--- src/rtl/bcd_addsub_serial.sv ---
// Digit-serial packed-BCD adder/subtractor: one decimal digit per clock, LSD first,
// one shared digit adder; negative differences leave as sign + magnitude via a FIX pass.
module bcd_addsub_serial #(
  parameter int DIGITS = 4
) (
  input  logic                  clk,
  input  logic                  rst_n,
  input  logic                  in_valid,
  output logic                  in_ready,
  input  logic [4*DIGITS-1:0]   a,
  input  logic [4*DIGITS-1:0]   b,
  input  logic                  mode,
  output logic                  out_valid,
  input  logic                  out_ready,
  output logic [4*DIGITS-1:0]   result,
  output logic                  carry,
  output logic                  neg,
  output logic                  err
);

  localparam int W     = 4 * DIGITS;
  localparam int IDX_W = (DIGITS > 1) ? $clog2(DIGITS) : 1;
  localparam logic [IDX_W-1:0] LAST = IDX_W'(DIGITS - 1);

  typedef enum logic [1:0] {IDLE, ADD, FIX, DONE} state_t;

  state_t           state_q, state_d;
  logic [IDX_W-1:0] idx_q;
  logic             c_q;
  logic [W-1:0]     a_q, b_q;
  logic             mode_q, bad_q;
  logic [W-1:0]     result_q;
  logic             carry_q, neg_q, err_q;

  logic [3:0]       a_dig, b_dig, r_dig, op_x, op_y, sum_dig;
  logic             sum_c, last;

  // Decimal correction: a 5-bit digit sum above 9 wraps by adding 6 and raises the carry.
  function automatic logic [4:0] dec_adj(input logic [4:0] z);
    logic [4:0] t;
    t = z + 5'd6;
    if (z > 5'd9) dec_adj = {1'b1, t[3:0]};
    else          dec_adj = {1'b0, z[3:0]};
  endfunction

  function automatic logic [3:0] nines(input logic [3:0] d);
    nines = 4'd9 - d;
  endfunction

  function automatic logic has_bad(input logic [W-1:0] v);
    has_bad = 1'b0;
    for (int i = 0; i < DIGITS; i++)
      if (v[4*i +: 4] > 4'd9) has_bad = 1'b1;
  endfunction

  function automatic logic [3:0] pick(input logic [W-1:0] v, input logic [IDX_W-1:0] k);
    pick = 4'd0;
    for (int i = 0; i < DIGITS; i++)
      if (k == IDX_W'(i)) pick = v[4*i +: 4];
  endfunction

  // Shared digit adder: ADD pass uses a_i + b'_i, FIX pass uses (9 - r_i) + 0.
  always_comb begin
    a_dig = pick(a_q, idx_q);
    b_dig = pick(b_q, idx_q);
    r_dig = pick(result_q, idx_q);
    if (state_q == FIX) begin
      op_x = nines(r_dig);
      op_y = 4'd0;
    end else begin
      op_x = a_dig;
      op_y = mode_q ? nines(b_dig) : b_dig;
    end
    {sum_c, sum_dig} = dec_adj({1'b0, op_x} + {1'b0, op_y} + {4'd0, c_q});
    last = (idx_q == LAST);
  end

  always_ff @(posedge clk or negedge rst_n) begin
    if (!rst_n) state_q <= IDLE;
    else        state_q <= state_d;
  end

  always_comb begin
    state_d   = state_q;
    in_ready  = 1'b0;
    out_valid = 1'b0;
    case (state_q)
      IDLE: begin
        in_ready = 1'b1;
        if (in_valid) state_d = ADD;
      end
      ADD: begin
        if (bad_q)     state_d = DONE;
        else if (last) state_d = (mode_q && !sum_c) ? FIX : DONE;
      end
      FIX: begin
        if (last) state_d = DONE;
      end
      DONE: begin
        out_valid = 1'b1;
        if (out_ready) state_d = IDLE;
      end
      default: state_d = IDLE;
    endcase
  end

  // Operand capture at accept; only read while busy, so no reset needed.
  always_ff @(posedge clk) begin
    if (state_q == IDLE && in_valid) begin
      a_q    <= a;
      b_q    <= b;
      mode_q <= mode;
      bad_q  <= has_bad(a) | has_bad(b);
    end
  end

  always_ff @(posedge clk or negedge rst_n) begin
    if (!rst_n) begin
      idx_q    <= '0;
      c_q      <= 1'b0;
      result_q <= '0;
      carry_q  <= 1'b0;
      neg_q    <= 1'b0;
      err_q    <= 1'b0;
    end else begin
      case (state_q)
        IDLE: begin
          if (in_valid) begin
            idx_q    <= '0;
            c_q      <= mode;
            result_q <= '0;
            carry_q  <= 1'b0;
            neg_q    <= 1'b0;
            err_q    <= 1'b0;
          end
        end
        ADD: begin
          if (bad_q) begin
            err_q <= 1'b1;
          end else begin
            for (int i = 0; i < DIGITS; i++)
              if (idx_q == IDX_W'(i)) result_q[4*i +: 4] <= sum_dig;
            c_q <= sum_c;
            if (last) begin
              idx_q <= '0;
              if (!mode_q) begin
                carry_q <= sum_c;
              end else if (!sum_c) begin
                neg_q <= 1'b1;
                c_q   <= 1'b1;
              end
            end else begin
              idx_q <= idx_q + 1'b1;
            end
          end
        end
        FIX: begin
          for (int i = 0; i < DIGITS; i++)
            if (idx_q == IDX_W'(i)) result_q[4*i +: 4] <= sum_dig;
          c_q <= sum_c;
          if (last) idx_q <= '0;
          else      idx_q <= idx_q + 1'b1;
        end
        default: ;
      endcase
    end
  end

  assign result = result_q;
  assign carry  = carry_q;
  assign neg    = neg_q;
  assign err    = err_q;

endmodule
--- config.mk ---
export PLATFORM = sky130hd
export DESIGN_NAME = bcd_addsub_serial
export DESIGN_NICKNAME = d
export VERILOG_FILES = /design/src/rtl/bcd_addsub_serial.sv
export SDC_FILE = /design/constraint.sdc
export NUM_CORES = 1
export LEC_CHECK = 0
export BUFFER_PORTS_ARGS = -buffer_cell sky130_fd_sc_hd__buf_2
export CAP_MARGIN = 0
export CORE_MARGIN = 2
export CORE_UTILIZATION = 55
export DETAILED_ROUTE_END_ITERATION = 12
export GPL_TIMING_DRIVEN = 0
export HOLD_SLACK_MARGIN = 0.1
export PLACE_DENSITY = 0.82
export RECOVER_POWER = 25
export SYNTH_ARGS = -nofsm -noshare
export SYNTH_HDL_FRONTEND = slang
export SYNTH_SLANG_ARGS = --single-unit
--- constraint.sdc ---
create_clock -name clk -period 7.5 [get_ports clk]
set_clock_uncertainty 0.15 [all_clocks]
set_input_delay 1.125 -clock clk [delete_from_list [all_inputs] [get_ports clk]]
set_output_delay 1.125 -clock clk [all_outputs]
set_load 0.005 [all_outputs]
==> run_results.csv <==
group,metric,value,unit
outcome,status,"complete, no violations",
routing,routed_wl,7190,µm
global_routing,grt_max_degree,35,
cells_and_area,seq_area,1620,µm²
worst_setup_path,rrSetupSlack,2.87,ns
worst_setup_path,timing.rr.end,"result[6]",
cells_and_area,final_util,0.662,
timing,min_period,4.63,ns
logic_synthesis,seq_area_frac_synth,0.531,
timing,hold_ws,0.354,ns
logic_synthesis,ys_ff_latch,58,
die,num_rows,27,
routing,vias,2497,
clock_network,worstSkewPairLatency,0.35,ns
worst_setup_path,cp_cell_sequence,"inv_1 > ha_1 > nor2b_1 > clkbuf_1 > a221oi_1 > nor3_1 > a21oi_1 > ha_1 > nor2_1 > a211oi_1 > ha_1 > and2_0 > a222oi_1 > a31o_2 > a211oi_2 > mux2_1",
logic_synthesis,syn_nets,334,
worst_setup_path,start_kind,"flip-flop",
cells_and_area,diodes,0,
placed_design,hpwl,5260,µm
timing,period_share,0.618,
logic_synthesis,synth_top_area_frac,0.334,
cells_and_area,multiInputGateArea,1330,µm²
routing,first_pass_iters,5,
clock_network,htreeDepth,3,
cells_and_area,drive_gt1_frac,0.209,
worst_setup_path,critical_path_depth,16,
timing,rsz0062_at_grt,"false",
clock_network,cts_resized,0,
cells_and_area,fin_area,3600,µm²
die,coreArea,5440,µm²
worst_setup_path,cp_top_family,"compound AO/OA/AOI/OAI gates",
worst_setup_path,cp-end-kind,"flip-flop",
worst_setup_path,critical_path_arrival,4.71,ns
routing,wl_per_cell,16.9,µm
cells_and_area,layout.nets,402,
clock_network,clkSinkCount,58,
logic_synthesis,synth_edf_count,34,
placed_design,gp_routability_congestion,0.865,
clock_network,cts.clk_slew.worst_paths,0.07,ns
global_routing,grt-ovfl-total,0,
logic_synthesis,async_flop_share,0.414,
timing,slew_violations,0,
clock_network,postCtsHoldBufs,0,
die,die_height,78.5,µm
routing,vias_per_cell,5.86,
global_routing,antenna_found_initial,0,
die,dieArea,6170,µm²
worst_setup_path,crit_start,"idx_q[0]",
timing,tns,0,ns
worst_setup_path,crit_buf_inv,2,
clock_network,cts_setup_buffers,0,
cells_and_area,syn_to_final_growth,17.9,%
logic_synthesis,synth_top_cell_by_area,"edfxtp_1",
worst_setup_path,cp_common_cell,"ha_1",
routing,drc,0,
timing,tightest_slew,1.32,ns
timing,setup_viol,0,
timing,max_freq,216,MHz
worst_setup_path,critPathRequiredTime,7.58,ns
global_routing,grt_pass1_wl,11600,µm
die,ioPinCount,58,
worst_setup_path,path_max_fanout,10,
logic_synthesis,netlist_area,3060,µm²
clock_network,numCtsBuffers,9,
logic_synthesis,yosysUniqueCellTypes,48,
cells_and_area,fill_cells,429,
routing,drt_iter0_drc,179,
min_path,hp-class,"flip-flop to flip-flop",
global_routing,grt_pass1_vias,2414,
placed_design,port_buffers,57,
clock_network,cts-root-buf,"clkbuf_8",
worst_setup_path,worstRegToRegCells,16,
logic_synthesis,syn_avg_cell_area,10.9,µm²
die,start_util,0.562,
die,die_w,78.5,µm
logic_synthesis,syn_inst,281,
clock_network,cts_max_path_buffers,2,
placed_design,dpl_cell_area,3430,µm²
routing,ant_nets,0,
worst_setup_path,slowest_stage,"a222oi_1",
worst_setup_path,critPathCapture,"result[6]",
logic_synthesis,ys_top_cells_by_area,"edfxtp_1 (33%), dfrtp_1 (20%), ha_1 (5.7%)",
worst_setup_path,crit_type,"flip-flop to flip-flop",
clock_network,cts_tree,"built",
job,maxCapViolations,0,
timing,hold_viol,0,
timing,maxSlewHeadroom,0.123,
worst_setup_path,reg2reg_from,"idx_q[0]",
logic_synthesis,ys.flop_type,"edfxtp_1",
logic_synthesis,yosys_warnings,0,
global_routing,grt_usage,0.252,
worst_setup_path,max_stage_delay,0.61,ns
==> cells by family after synthesis <==
| logic type | Yosys count | share of synthesized area |
|---|---|---|
| buf+inv | 28 | 0.0352 |
| simple gates | 84 | 0.137 |
| fa+ha+maj | 16 | 0.0704 |
| flops | 58 | 0.531 |
| compound gates | 84 | 0.188 |
| mux | 6 | 0.0217 |
| xor+xnor | 5 | 0.0168 |
==> metal layers <==
| layer | GRT usage | share of wire |
|---|---|---|
| met3 | 0.0586 | 0.076 |
| met2 | 0.406 | 0.49 |
| met4 | 0.139 | 0.033 |
| met1 | 0.313 | 0.40 |
| met5 | 0 | 0 |
==> worst reg2reg max path: stages, from the launching register on <==
cell and delay [ns]:
dfrtp_1 0.43, inv_1 0.11, ha_1 0.22, nor2b_1 0.18
clkbuf_1 0.44, a221oi_1 0.16, nor3_1 0.20, a21oi_1 0.10
ha_1 0.34, nor2_1 0.04, a211oi_1 0.26, ha_1 0.35
and2_0 0.19, a222oi_1 0.61, a31o_2 0.32, a211oi_2 0.12
mux2_1 0.29
==> registers in the layout (all words and copies together), names as in the netlist <==
| signal | flops |
|---|---|
| a_q | 16 |
| b_q | 16 |
| result | 16 |
| idx_q | 2 |
| state_q | 2 |
| bad_q | 1 |
| c_q | 1 |
| carry | 1 |
| err | 1 |
| mode_q | 1 |
| neg | 1 |
==> synth_stat cells (2+ instances only) <==
library cell and count:
xor2_1 3, o22ai_1 2, a22o_1 2, a21boi_0 2, a211oi_1 4, inv_1 15, nand4_1 2, nand2_1 27
nor3_1 14, o21ai_0 24, o211ai_1 4, nand3_1 8, nor2_1 9, o31ai_1 7, fa_1 2, a221oi_1 10
dfrtp_1 24, edfxtp_1 34, mux2_1 4, nor2b_1 12, ha_1 14, a21oi_1 15, buf_2 2, nand2b_1 4
or4_1 4, o21a_1 2, clkbuf_1 10
==> per-stage QoR <==
| step | worst slack [ns] | std cells |
|---|---|---|
| after global placement | 3.08 | 410 |
| after global routing | 2.60 | 426 |
| after detailed placement | 2.98 | 410 |
| after floorplan | 3.67 | 281 |
| after CTS | 2.93 | 426 |
| final | 2.87 | 426 |
==> how the worst min path moves through the flow <==
stage	from	to	depth (start not counted)
floorplan	c_q	c_q	1
global placement	neg	neg	2
detailed placement	neg	neg	2
CTS	neg	neg	2
global route	neg	neg	2
finish	neg	neg	2
==> cells in the final DEF, fill, tap and decap left out, drive strengths merged, types with 7 or more instances in the layout <==
master,Yosys,layout
inv,15,15
edfxtp,34,34
a221oi,10,10
nor3,14,14
o21ai,24,24
o31ai,7,7
dfrtp,24,24
buf,2,53
nor2b,12,12
ha,14,14
nand2,27,27
nor2,9,9
a21oi,15,15
clkbuf,10,27
nand3,8,8
==> layout make-up <==
type | instances | share of cell area
clock inverter | 5 | 0.0132
inverter | 16 | 0.0167
multi-input combinational | 195 | 0.368
sequential | 58 | 0.450
buffer | 12 | 0.0132
clock buffer | 11 | 0.0365
timing repair buffer | 57 | 0.0771
tap | 72 | 0.0250
Power is left out: the tool's default activity adds up to more than one toggle a clock period on the data nets, which glitch-free logic cannot reach.
